$ cat config.mk
export PLATFORM = sky130hd
export DESIGN_NAME = cs
export DESIGN_NICKNAME = d
export VERILOG_FILES = /design/src/rtl/cs.sv
export SDC_FILE = /design/constraint.sdc
export NUM_CORES = 1
export LEC_CHECK = 0
export ABC_CLOCK_PERIOD_IN_PS = 67600
export CORE_MARGIN = 2
export CORE_UTILIZATION = 60
export DETAILED_ROUTE_END_ITERATION = 12
export PLACE_DENSITY = 0.77
export SLEW_MARGIN = 20
export SYNTH_ARGS = -nofsm -noshare
export SYNTH_HDL_FRONTEND = slang
export SYNTH_SLANG_ARGS = --single-unit
$ cat constraint.sdc
create_clock -name clk -period 67.6 [get_ports clk]
set_input_delay 6.76 -clock clk [delete_from_list [all_inputs] [get_ports clk]]
set_output_delay 6.76 -clock clk [all_outputs]
set_load 0.05 [all_outputs]
$ cat src/rtl/cs.sv
// -----------------------------------------------------------------------------
// cs : sliding-window comparator/selector filter
//
// Keeps the last nine 8-bit samples, forms their sum S and integer average
// Xavg = floor(S/9), picks Xappr = the largest window sample not exceeding
// Xavg, and outputs Y = floor((S + 9*Xappr) / 8).
//
// Ports
//   clk   : input  1  rising-edge clock
//   reset : input  1  synchronous active-high; clears the window (X not taken)
//   X     : input  8  unsigned sample, captured every non-reset rising edge
//   Y     : output 10 unsigned filter result for the current window
//
// Configuration macro
//   CS_OUTREG_EN : when defined, Y comes from a 10-bit register loaded each
//                  edge with the combinational result (one extra cycle of
//                  latency, cleared by reset). Undefined: Y is combinational
//                  from the window registers.
// -----------------------------------------------------------------------------
module cs (
  input  logic       clk,
  input  logic       reset,
  input  logic [7:0] X,
  output logic [9:0] Y
);

  localparam int unsigned WIN_LEN = 9;

  logic [7:0]  window_q [WIN_LEN];
  logic [7:0]  window_d [WIN_LEN];

  logic [11:0] sum_s;
  logic [7:0]  xavg_s;
  logic [7:0]  xappr_s;
  logic [11:0] xappr_x9_s;
  logic [12:0] total_s;
  logic [9:0]  y_s;

  // Next window: clear on reset, otherwise shift X into W0 and drop W8.
  always_comb begin
    for (int i = 0; i < WIN_LEN; i++) begin
      window_d[i] = window_q[i];
    end
    if (reset) begin
      for (int i = 0; i < WIN_LEN; i++) begin
        window_d[i] = 8'd0;
      end
    end else begin
      window_d[0] = X;
      for (int i = 1; i < WIN_LEN; i++) begin
        window_d[i] = window_q[i-1];
      end
    end
  end

  // Window register bank.
  always_ff @(posedge clk) begin
    for (int i = 0; i < WIN_LEN; i++) begin
      window_q[i] <= window_d[i];
    end
  end

  // Window sum; 9 * 255 = 2295 fits 12 bits.
  always_comb begin
    sum_s = 12'd0;
    for (int i = 0; i < WIN_LEN; i++) begin
      sum_s = sum_s + {4'd0, window_q[i]};
    end
  end

  // floor(S/9) never exceeds 255, so the 8-bit narrowing is lossless.
  assign xavg_s = 8'(sum_s / 12'd9);

  // Largest sample not above the average. Starting from 0 is safe: the
  // minimum sample is always <= the average, so a real candidate exists.
  always_comb begin
    xappr_s = 8'd0;
    for (int i = 0; i < WIN_LEN; i++) begin
      if ((window_q[i] <= xavg_s) && (window_q[i] > xappr_s)) begin
        xappr_s = window_q[i];
      end else begin
        xappr_s = xappr_s;
      end
    end
  end

  // 9*Xappr as (Xappr << 3) + Xappr keeps the multiply out of the critical path.
  assign xappr_x9_s = {1'b0, xappr_s, 3'b000} + {4'd0, xappr_s};
  assign total_s    = {1'b0, sum_s} + {1'b0, xappr_x9_s};
  // Max total is 4590, so total/8 <= 573 fits 10 bits exactly.
  assign y_s        = 10'(total_s >> 3);

`ifdef CS_OUTREG_EN
  logic [9:0] y_q;
  logic [9:0] y_d;

  // Output register load value: cleared with the window on reset.
  always_comb begin
    y_d = y_q;
    if (reset) begin
      y_d = 10'd0;
    end else begin
      y_d = y_s;
    end
  end

  // Output register.
  always_ff @(posedge clk) begin
    y_q <= y_d;
  end

  assign Y = y_q;
`else
  assign Y = y_s;
`endif

endmodule

Word level (Yosys, flattened, before mapping). Memories as Yosys holds them, arrays and structs flattened. Cells that the tools add are included.

Flip-flop bits (word level): 0. Bits in writable memories: 72. Output and inout bits: 10. Memories kept: 1.

Add/sub/neg operators: 10. Divide/modulo/power cells: 1. $lt $le $gt $ge: 18. Multiplexer cells: 10. Reduce and logical (&&, ||, !) cells: 9.

Memory list: window_q (depth 9, bits a word 8, rd ports 9, clocked after memory_dff 0, wr ports 9, RTL line 29) `logic [7:0] window_q [WIN_LEN];`.

Operators by type and width (number): $le A8 B8 Y1 (9); $mux W72 (1); $mux W8 (9); $gt A8 B8 Y1 (8); $add A12 B8 Y12 (4); $add A11 B8 Y12 (2); $add A12 B12 Y13 (1); $div A12 B4 Y12 const B (1); $add A10 B8 Y11 (1); $add A9 B8 Y10 (1); $add A8 B8 Y9 (1); $logic_and A1 B1 Y1 (9); $gt A8 B1 Y1 const B (1).

Logic depth before layout (Yosys ltp).
Depth after elaboration: 38. Gate-level depth with buffers: 140. Gate-level depth less buffers: 136.

Worst setup path after synthesis. Ideal clock, no wire load.

Path kind: reg-to-output. Start: memory window_q[2][2], in the netlist window_q[0][18]. End: output port Y[4]. Arrival: 28211 ps. Required time: 60840 ps. Path slack: 32629 ps. Cell stages (with the launch flop): 136. Path buffers: 6. Cells stage by stage: dfxtp_1 inv_1 fa_1 inv_1 fa_1 fa_1 inv_1 fa_1 inv_1 ha_1 inv_1 fa_1 nor2b_1 o21ai_1 a21boi_1 o21ai_1 a21boi_1 o21a_1 (+100 left out) nor2b_1 o21ai_0 nand2b_1 a21oi_1 o21ai_0 o211ai_1 clkbuf_1 nand2_1 a211oi_1 mux2i_1 and3_4 and2_1 fa_1 ha_1 and3_1 a221oi_4 o21bai_1 a211oi_1.

RTL lines: from (decl) (RTL line 29); to (decl) (RTL line 24) `output logic [9:0] Y`.

==> out/metrics.json <==
{
  "detail_route.iter0.violations": {"value": 675},
  "timing.final.crit_share": {"value": 55.6, "unit": "%"},
  "cts_inserted_buffers": {"value": 9},
  "floorplan.rows": {"value": 45},
  "synthFlopType": {"value": "dfxtp_1"},
  "crit_arrival": {"value": 30810, "unit": "ps"},
  "dp_cells": {"value": 1286},
  "yosys_synthesis_warning_count": {"value": 0},
  "post-route-min-period": {"value": 37570, "unit": "ps"},
  "finalSetupTns": {"value": 0, "unit": "ps"},
  "vias": {"value": 7942},
  "critical_path_required": {"value": 60840, "unit": "ps"},
  "number_of_antenna_violations_at_the_first_check_in_global_routing": {"value": 1},
  "registers.top_by_ff_count": {"value": "window_q"},
  "avgSynthCellArea": {"value": 8.41, "unit": "um2"},
  "p_r_area_growth_vs_syn": {"value": 8.10, "unit": "%"},
  "cts-htree-levels": {"value": 3},
  "worst-slew-pin-transition": {"value": 1010, "unit": "ps"},
  "ant_nets": {"value": 0},
  "critical_path_s_largest_stage_delay": {"value": 890, "unit": "ps"},
  "grt_usage": {"value": 32.0, "unit": "%"},
  "dieArea": {"value": 0.0162, "unit": "mm2"},
  "post_synth_num_cell_types": {"value": 78},
  "final_layout_size_suffix_gt1_share": {"value": 5.48, "unit": "%"},
  "cts_hold_buf": {"value": 0},
  "async_flop_share": {"value": 0, "unit": "%"},
  "layoutNonFillerInstCount": {"value": 1302},
  "report.final.hold_viol_count": {"value": 0},
  "finalWeightedCongestion": {"value": 0.999},
  "startpoint_type": {"value": "register"},
  "detailed_place.area": {"value": 0.00958, "unit": "mm2"},
  "rsz_0062_raised_after_global_routing": {"value": "false"},
  "timing.clock.skew": {"value": 13.7, "unit": "ps"},
  "synth_fp_nets": {"value": 1313},
  "setup_violations": {"value": 0},
  "status": {"value": "completed"},
  "clk_path_buf_depth": {"value": 2},
  "largest_registers": {"value": "window_q x72"},
  "maxCapViolCount": {"value": 0},
  "wire_per_inst": {"value": 18.8, "unit": "um"},
  "synthCells": {"value": 1088},
  "critical_path_peak_fanout": {"value": 20},
  "post_synth_edffs": {"value": 0},
  "final-max-slew-violation-count": {"value": 0},
  "top_level_ports": {"value": 20},
  "design.final.nets": {"value": 1334},
  "worst_hold_path_type": {"value": "register to register"},
  "totalWireLength": {"value": 24.5, "unit": "mm"},
  "diodes": {"value": 0},
  "fin_worst_hold_slack": {"value": 545, "unit": "ps"},
  "synth_sequential_area_ratio": {"value": 15.8, "unit": "%"},
  "post_cts_resized": {"value": 0},
  "clock_tree.root_cell": {"value": "clkbuf_16"},
  "grt_pass1_vias": {"value": 7751},
  "post_detailed_placement_half_perimeter_wirelength": {"value": 20.1, "unit": "mm"},
  "synthesis.area": {"value": 0.00915, "unit": "mm2"},
  "first_pass_iters": {"value": 5},
  "insertion_delay": {"value": 360, "unit": "ps"},
  "clock.fmax": {"value": 0.0266, "unit": "GHz"},
  "criticalPathCategory": {"value": "register to primary output"},
  "cts.sinks": {"value": 72},
  "avgViaCountPerCell": {"value": 6.10},
  "grt_overflow": {"value": 0},
  "drc_violation_count_after_routing": {"value": 0},
  "clkTransAtPathRegs": {"value": 70, "unit": "ps"},
  "postSynthRegisterBits": {"value": 72},
  "postCtsSetupRepairBufs": {"value": 0},
  "n_fill_cell": {"value": 1277},
  "start_util": {"value": 60.8, "unit": "%"},
  "dieHeight": {"value": 127, "unit": "um"},
  "die_width": {"value": 127, "unit": "um"},
  "area_of_the_core": {"value": 0.0150, "unit": "mm2"},
  "critPathSlowestCell": {"value": "o311ai_2"},
  "slew_headroom": {"value": 32.8, "unit": "%"},
  "critPathCaptureType": {"value": "primary output"},
  "first_pass_grt_wire_length": {"value": 40.5, "unit": "mm"},
  "pin_count_of_the_biggest_net_entering_global_routing": {"value": 51},
  "port_buffers": {"value": 19},
  "tritoncts": {"value": "built"},
  "largest_register_ff_count": {"value": 72},
  "layout.cell_area.non_filler": {"value": 0.00989, "unit": "mm2"}
}
## Yosys cell counts (24+ instances only)
| library cell | count | area, um2 |
|---|---|---|
| ha_1 | 156 | 1950 |
| inv_1 | 149 | 559 |
| nor2_1 | 99 | 372 |
| dfxtp_1 | 72 | 1440 |
| a21oi_1 | 71 | 355 |
| fa_1 | 59 | 1180 |
| nor2b_1 | 48 | 300 |
| o21ai_0 | 48 | 240 |
| nand2_1 | 46 | 173 |
| a21o_1 | 30 | 225 |
| mux2i_1 | 24 | 240 |
## per-layer routing
layer  global-route usage (%)  wire length, um  vias to the layer above
met5                        0                0                        -
met4                     7.30              429                        0
met3                     7.96             2130                       39
met2                     48.2            10600                      268
met1                     46.4            11400                     3764
li1                         -                -                     3871
## kinds of logic (layout without fill, tap and decap cells)
group           after synthesis  count (layout)  share of synthesized area [%]
compound gates              267             267                           19.6
simple gates                304             304                           16.8
buf+inv                     168             194                           6.89
flops                        72              72                           15.8
xor+xnor                     24              24                           2.30
fa+ha+maj                   219             219                           34.7
mux                          34              34                           3.90
## worst max-delay path, delay by kind of cell (launching register included)
| family | cells | cell delay (ps) |
|---|---|---|
| AO/OA/AOI/OAI | 50 | 11350 |
| XOR/XNOR | 3 | 1040 |
| adder cells (fa/ha/maj) | 19 | 6370 |
| buffers and inverters | 18 | 2880 |
| flip-flops | 1 | 460 |
| multiplexers | 6 | 1920 |
| AND/OR/NAND/NOR | 34 | 6400 |
## final timing paths
kind | from | end | slack, ps | cells past startpoint
hold / removal | window_q[0][37] | window_q[0][45] | 550 | 2
hold reg to reg | window_q[0][37] | window_q[0][45] | 550 | 2
setup / recovery | window_q[0][10] | Y[8] | 30030 | 130
setup reg to reg | window_q[0][26] | window_q[0][34] | 66730 | 2
## metrics by stage
stage          setup slack [ps]  utilization, %
2_1_floorplan             32630               -
3_3_place_gp              31510            63.7
4_1_cts                   30420            65.8
6_report                  30030            65.8
3_5_place_dp              30970            63.7
5_1_grt                   27500            65.8
## cell usage in the layout (no fill, tap or decap), drive strengths merged, types with 22 or more instances in the layout
master,instances
a21oi,72
nor2b,48
nand2,47
xnor2,22
nor2,100
nand3,22
ha,156
dfxtp,72
o21ai,60
fa,59
a21o,30
mux2i,24
inv,152
## layout make-up
type	count	area, um2	share of cell area, %
inverters	151	567	5.73
multi-input cells	848	7090	71.7
repair buffers	27	245	2.48
clock buffers	9	225	2.28
flip-flops and latches	72	1440	14.6
well taps	188	235	2.38
clock inverters	7	86.3	0.873
Power is left out: the tool's default activity adds up to more than one toggle a clock period on the data nets, which glitch-free logic cannot reach.
